==> src/rtl/atm_input_pkg.sv <==
// Shared types and default constants for the keypad input debouncer.
package atm_input_pkg;

    typedef enum logic [1:0] {
        IDLE         = 2'd0,
        PRESS_WAIT   = 2'd1,
        PRESSED      = 2'd2,
        RELEASE_WAIT = 2'd3
    } db_state_t;

    localparam int DB_STABLE_TICKS = 3;
    localparam int DB_REPEAT_DELAY = 10;
    localparam int DB_REPEAT_RATE  = 5;

    // Largest of three values; used to check counter width against the timing constants.
    function automatic int db_max3(input int a, input int b, input int c);
        int m;
        m = (a > b) ? a : b;
        return (m > c) ? m : c;
    endfunction

endpackage

==> src/rtl/debounce_channel.sv <==
// One button channel: tick-qualified debounce FSM with level and press-pulse outputs.
// Optional build macro AUTO_REPEAT_EN adds held-key auto-repeat pulses.
//
//   state        | meaning
//   -------------+-----------------------------------------------
//   IDLE         | button released and stable
//   PRESS_WAIT   | seen pressed, counting agreeing ticks
//   PRESSED      | press accepted, level high
//   RELEASE_WAIT | seen released, counting agreeing ticks
module debounce_channel
    import atm_input_pkg::*;
#(
    parameter int STABLE_TICKS = DB_STABLE_TICKS,
    parameter int CNT_W        = 4
`ifdef AUTO_REPEAT_EN
    ,
    parameter int REPEAT_DELAY = DB_REPEAT_DELAY,
    parameter int REPEAT_RATE  = DB_REPEAT_RATE
`endif
) (
    input  logic clk,
    input  logic rst_n,
    input  logic tick,
    input  logic samp,
    output logic level,
    output logic pulse
);

    localparam logic [CNT_W-1:0] STABLE_LAST = CNT_W'(STABLE_TICKS);

    db_state_t        state_q, state_d;
    logic [CNT_W-1:0] cnt_q, cnt_d;
    logic             level_q, level_d;
    logic             pulse_q, pulse_d;

`ifdef AUTO_REPEAT_EN
    localparam logic [CNT_W-1:0] REP_DELAY_C = CNT_W'(REPEAT_DELAY);
    localparam logic [CNT_W-1:0] REP_RATE_C  = CNT_W'(REPEAT_RATE);

    // rep_run_q selects the inter-repeat period once the first repeat has fired,
    // so the counter only ever has to reach max(delay, rate) and never wraps.
    logic [CNT_W-1:0] rep_cnt_q, rep_cnt_d;
    logic             rep_run_q, rep_run_d;
`endif

    // Next-state logic; everything advances only on a sample tick.
    always_comb begin
        state_d = state_q;
        cnt_d   = cnt_q;
        level_d = level_q;
        pulse_d = 1'b0;
`ifdef AUTO_REPEAT_EN
        rep_cnt_d = rep_cnt_q;
        rep_run_d = rep_run_q;
`endif
        if (tick) begin
`ifdef AUTO_REPEAT_EN
            if (state_q == PRESSED || state_q == RELEASE_WAIT) begin
                rep_cnt_d = rep_cnt_q + 1'b1;
                if (rep_cnt_d == (rep_run_q ? REP_RATE_C : REP_DELAY_C)) begin
                    pulse_d   = 1'b1;
                    rep_cnt_d = '0;
                    rep_run_d = 1'b1;
                end
            end
`endif
            unique case (state_q)
                IDLE: begin
                    if (samp) begin
                        if (STABLE_TICKS == 1) begin
                            state_d = PRESSED;
                            level_d = 1'b1;
                            pulse_d = 1'b1;
                            cnt_d   = '0;
                        end else begin
                            state_d = PRESS_WAIT;
                            cnt_d   = CNT_W'(1);
                        end
                    end
                end
                PRESS_WAIT: begin
                    if (!samp) begin
                        state_d = IDLE;
                        cnt_d   = '0;
                    end else if ((cnt_q + 1'b1) == STABLE_LAST) begin
                        state_d = PRESSED;
                        level_d = 1'b1;
                        pulse_d = 1'b1;
                        cnt_d   = '0;
                    end else begin
                        cnt_d = cnt_q + 1'b1;
                    end
                end
                PRESSED: begin
                    if (!samp) begin
                        if (STABLE_TICKS == 1) begin
                            state_d = IDLE;
                            level_d = 1'b0;
                            cnt_d   = '0;
                        end else begin
                            state_d = RELEASE_WAIT;
                            cnt_d   = CNT_W'(1);
                        end
                    end
                end
                RELEASE_WAIT: begin
                    if (samp) begin
                        state_d = PRESSED;
                        cnt_d   = '0;
                    end else if ((cnt_q + 1'b1) == STABLE_LAST) begin
                        state_d = IDLE;
                        level_d = 1'b0;
                        cnt_d   = '0;
                    end else begin
                        cnt_d = cnt_q + 1'b1;
                    end
                end
                default: begin
                    state_d = IDLE;
                    level_d = 1'b0;
                    cnt_d   = '0;
                end
            endcase
`ifdef AUTO_REPEAT_EN
            // A release completing on the same tick as a repeat must not emit a pulse.
            if (state_d == IDLE) begin
                pulse_d   = 1'b0;
                rep_cnt_d = '0;
                rep_run_d = 1'b0;
            end
            if (state_q == PRESS_WAIT && state_d == PRESSED) begin
                rep_cnt_d = '0;
                rep_run_d = 1'b0;
            end
`endif
        end
    end

    // State, counter and registered outputs.
    always_ff @(posedge clk or negedge rst_n) begin
        if (!rst_n) begin
            state_q <= IDLE;
            cnt_q   <= '0;
            level_q <= 1'b0;
            pulse_q <= 1'b0;
`ifdef AUTO_REPEAT_EN
            rep_cnt_q <= '0;
            rep_run_q <= 1'b0;
`endif
        end else begin
            state_q <= state_d;
            cnt_q   <= cnt_d;
            level_q <= level_d;
            pulse_q <= pulse_d;
`ifdef AUTO_REPEAT_EN
            rep_cnt_q <= rep_cnt_d;
            rep_run_q <= rep_run_d;
`endif
        end
    end

    assign level = level_q;
    assign pulse = pulse_q;

endmodule

==> src/rtl/btn_debounce_pulse.sv <==
// Keypad debouncer top: s_clk rising-edge tick generator, button synchronisers
// and one debounce_channel per button. Optional build macro AUTO_REPEAT_EN.
module btn_debounce_pulse
    import atm_input_pkg::*;
#(
    parameter int N_BTN        = 4,
    parameter int STABLE_TICKS = DB_STABLE_TICKS,
    parameter int CNT_W        = 4,
    parameter int REPEAT_DELAY = DB_REPEAT_DELAY,
    parameter int REPEAT_RATE  = DB_REPEAT_RATE
) (
    input  logic             clk,
    input  logic             rst_n,
    input  logic             s_clk,
    input  logic [N_BTN-1:0] btn_raw,
    output logic [N_BTN-1:0] btn_level,
    output logic [N_BTN-1:0] btn_pulse
);

    if (STABLE_TICKS < 1 || STABLE_TICKS > 15 ||
        (2 ** CNT_W) <= db_max3(STABLE_TICKS, REPEAT_DELAY, REPEAT_RATE)) begin : g_cfg_err
        $error("btn_debounce_pulse: CNT_W too narrow or STABLE_TICKS out of 1..15");
    end

    logic [1:0]       s_sync_q, s_sync_d;
    logic             s_dly_q, s_dly_d;
    logic [N_BTN-1:0] btn_sync1_q, btn_sync1_d;
    logic [N_BTN-1:0] btn_sync2_q, btn_sync2_d;
    logic             tick;

    // Synchroniser shift paths; s_clk is only ever sampled as data.
    always_comb begin
        s_sync_d    = {s_sync_q[0], s_clk};
        s_dly_d     = s_sync_q[1];
        btn_sync1_d = btn_raw;
        btn_sync2_d = btn_sync1_q;
    end

    // Synchroniser and edge-detect delay flops.
    always_ff @(posedge clk or negedge rst_n) begin
        if (!rst_n) begin
            s_sync_q    <= '0;
            s_dly_q     <= 1'b0;
            btn_sync1_q <= '0;
            btn_sync2_q <= '0;
        end else begin
            s_sync_q    <= s_sync_d;
            s_dly_q     <= s_dly_d;
            btn_sync1_q <= btn_sync1_d;
            btn_sync2_q <= btn_sync2_d;
        end
    end

    assign tick = s_sync_q[1] & ~s_dly_q;

    for (genvar i = 0; i < N_BTN; i++) begin : g_ch
        debounce_channel #(
            .STABLE_TICKS(STABLE_TICKS),
            .CNT_W       (CNT_W)
`ifdef AUTO_REPEAT_EN
            ,
            .REPEAT_DELAY(REPEAT_DELAY),
            .REPEAT_RATE (REPEAT_RATE)
`endif
        ) u_ch (
            .clk  (clk),
            .rst_n(rst_n),
            .tick (tick),
            .samp (btn_sync2_q[i]),
            .level(btn_level[i]),
            .pulse(btn_pulse[i])
        );
    end

endmodule

==> config.mk <==
export PLATFORM = sky130hd
export DESIGN_NAME = btn_debounce_pulse
export DESIGN_NICKNAME = d
export VERILOG_FILES = /design/src/rtl/atm_input_pkg.sv /design/src/rtl/debounce_channel.sv /design/src/rtl/btn_debounce_pulse.sv
export SDC_FILE = /design/constraint.sdc
export NUM_CORES = 1
export LEC_CHECK = 0
export BUFFER_PORTS_ARGS = -buffer_cell sky130_fd_sc_hd__buf_4
export CORE_ASPECT_RATIO = 1.2
export CORE_MARGIN = 5
export CORE_UTILIZATION = 51
export DETAILED_ROUTE_END_ITERATION = 8
export PLACE_DENSITY_LB_ADDON = 0.05
export SLEW_MARGIN = 40
export SYNTH_ARGS = -nofsm -noshare
export SYNTH_HDL_FRONTEND = slang
export SYNTH_SLANG_ARGS = --single-unit
==> constraint.sdc <==
create_clock -name clk -period 5.1 [get_ports clk]
set_clock_uncertainty 0.15 [all_clocks]
set_input_delay 0.765 -clock clk [delete_from_list [all_inputs] [get_ports clk]]
set_output_delay 0.765 -clock clk [all_outputs]
set_load 0.05 [all_outputs]
==> impl_metrics.json <==
{
  "ant_nets": 0,
  "routed_wl_mm": 3.70,
  "clk_pin_slew_ps": 80,
  "dr_total_vias": 1530,
  "drt-vias-per-instance": 5.69,
  "crit_type": "reg -> reg",
  "dieHeight_um": 81.1,
  "gp_congestion": 0.803,
  "grt_pass1_wl_mm": 6.67,
  "slew_headroom_pct": 48.1,
  "ys_seq_area_share_pct": 50.1,
  "yosys.area.top_type": "dfrtp_1",
  "synth_top_area_share_pct": 50.1,
  "min_path_type": "reg -> reg",
  "port_buffers": 14,
  "fp.dieW_um": 69.2,
  "rows": 25,
  "cts_resized": 0,
  "critPathLaunchType": "register",
  "ys.flop_type": "dfrtp_1",
  "cts_setup_buffers": 0,
  "syn-num-nets": 218,
  "cts_tree": "done",
  "grt_util_all_layers_pct": 14.7,
  "fmax_mhz": 457,
  "final_common_cell": "dfrtp_1",
  "met3_usage_pct": 2.72,
  "synthArstFlopShare_pct": 100,
  "clock_latency_ps": 280,
  "grt_pass1_vias": 1531,
  "initial_utilization_pct": 53.6,
  "hold_viol_final": 0,
  "postCtsHoldBufs": 0,
  "yosys_warnings": 0,
  "area_growth_pct": 9.62,
  "worstRegToRegCells": 5,
  "status": "completed",
  "clock-sinks": 43,
  "maxSlewViolCount": 0,
  "drt-pass1-iter-count": 4,
  "synth_seq_cells": 43,
  "dp_cells": 261,
  "max_cap_viol_count": 0,
  "clk_path_buf_depth": 2,
  "pwr_density_cell_nw_per_um2": 509,
  "first_iter_violations": 92,
  "dp_hpwl_mm": 2.62,
  "endpoint_kind": "register",
  "design.portCount": 15,
  "power_leakage_nw": 1.06,
  "synth-edff-count": 0,
  "avgSynthCellArea_um2": 10.6,
  "cp_max_fo": 12,
  "instances_no_fill": 269,
  "min_path_cells": 0,
  "post_synth_num_cell_types": 39,
  "setup_viol": 0,
  "grt_max_degree": 44,
  "antenna_cells": 0,
  "netlist_area_um2": 2150,
  "dpl_worst_slack_ps": 2910,
  "synth_area_leaders": "dfrtp_1 (50%), ha_1 (4.7%), o21ai_0 (3.3%)",
  "finalSetupTns_ps": 0,
  "drcViolationCount": 0,
  "cp_data_required_time_ps": 5130,
  "tightest_slew_ps": 776,
  "rsz0062_at_grt": "no",
  "wl_per_cell_um": 13.8,
  "cts_buffers": 5,
  "design_power_total_mw": 1.20,
  "core_area_um2": 4000,
  "fin_nets": 229,
  "peakVddDrop_uv": 250,
  "htreeDepth": 2,
  "layout-drive-gt1-share_pct": 16.3,
  "clock-root-buffer": "clkbuf_8",
  "grt_overflow": 0,
  "antenna_found_initial": 0,
  "use_met2_pct": 26.9,
  "most-common-layout-cells": "dfrtp_1 (43), nand2_1 (17), buf_4 (15)",
  "use_met1_pct": 17.1,
  "setup_slack_ps": 2910,
  "die_area_um2": 5610,
  "syn-instance-count": 203,
  "fillers": 376,
  "busiest_layer": "met2",
  "period_minus_slack_ps": 2190,
  "fin_hold_ws_ps": 203,
  "period_share_pct": 42.9,
  "cp.arrival_ps": 2210
}
-- critical path: stages, from the launching register on --
cell	delay (ps)
dfrtp_1	370
nor2b_1	640
buf_4	300
nand3_1	130
nor2_1	160
mux2_2	340
-- report_power, final --
group          switching, mW  internal, mW  leakage [nW]
Combinational          0.217         0.188         0.466
Clock                  0.106         0.124        0.0515
Sequential             0.130         0.432         0.542
-- metal layers --
metal / wire (um) / vias up
li1: - / 752
met4: 55 / 0
met1: 1650 / 749
met5: 0 / -
met3: 106 / 6
met2: 1890 / 23
-- Yosys cell counts, drive strengths merged (4+ instances only) --
cell type / instances
nand3b: 4
mux2: 5
xor2: 4
inv: 11
nand2: 17
ha: 8
dfrtp: 43
a31oi: 5
a2bb2oi: 4
buf: 10
a21bo: 4
o21ai: 14
nor3: 12
a21oi: 7
nor2: 9
nand3: 11
-- layout make-up --
cell class / count / area, um^2 / share of cell area, %
well taps: 54 / 67.6 / 2.87
repair buffers: 15 / 113 / 4.78
clock buffers: 8 / 100 / 4.25
inverters: 11 / 41.3 / 1.75
flip-flops and latches: 43 / 1080 / 45.7
multi-input cells: 138 / 956 / 40.6
-- kinds of logic (layout without fill, tap and decap cells) --
group | Yosys count | in the layout | synth area share [%]
AOI/OAI and AO/OA | 51 | 51 | 18.5
adders and majority gates | 8 | 8 | 4.66
xor gates and xnor gates | 4 | 4 | 1.63
muxes | 7 | 7 | 3.55
buffers and inverters | 22 | 34 | 5.36
and+or+nand+nor | 68 | 68 | 16.2
DFF | 43 | 43 | 50.1
-- flip-flops by register name, indices dropped and copies added, names as in the netlist, named ones only --
| name | flops |
|---|---|
| s_dly_q | 1 |
| g_ch.u_ch.cnt_q | 16 |
| s_sync_q | 2 |
| g_ch.u_ch.pulse | 4 |
| g_ch.u_ch.state_q | 4 |
| btn_sync2_q | 4 |
| btn_sync1_q | 4 |
| g_ch.u_ch.level | 4 |
-- metrics by stage --
stage | instance area, um^2 | util (%)
2_1_floorplan | 2150 | -
3_3_place_gp | 2250 | 56.3
3_5_place_dp | 2250 | 56.3
4_1_cts | 2350 | 58.8
5_1_grt | 2350 | 58.8
6_report | 2350 | 58.8
-- path summary, 6_finish.rpt --
kind,from,end,slack [ps]
min in group asynchronous,rst_n,g_ch[3].u_ch.level,310
hold reg to reg,btn_sync1_q[1],btn_sync2_q[1],200
setup / recovery,s_sync_q[1],register,2910
setup reg to reg,s_sync_q[1],register,2910
max in group asynchronous,rst_n,g_ch[0].u_ch.cnt_q[3],4130
hold / removal,btn_sync1_q[1],btn_sync2_q[1],200
No activity file was read; power rests on OpenSTA's default activity.
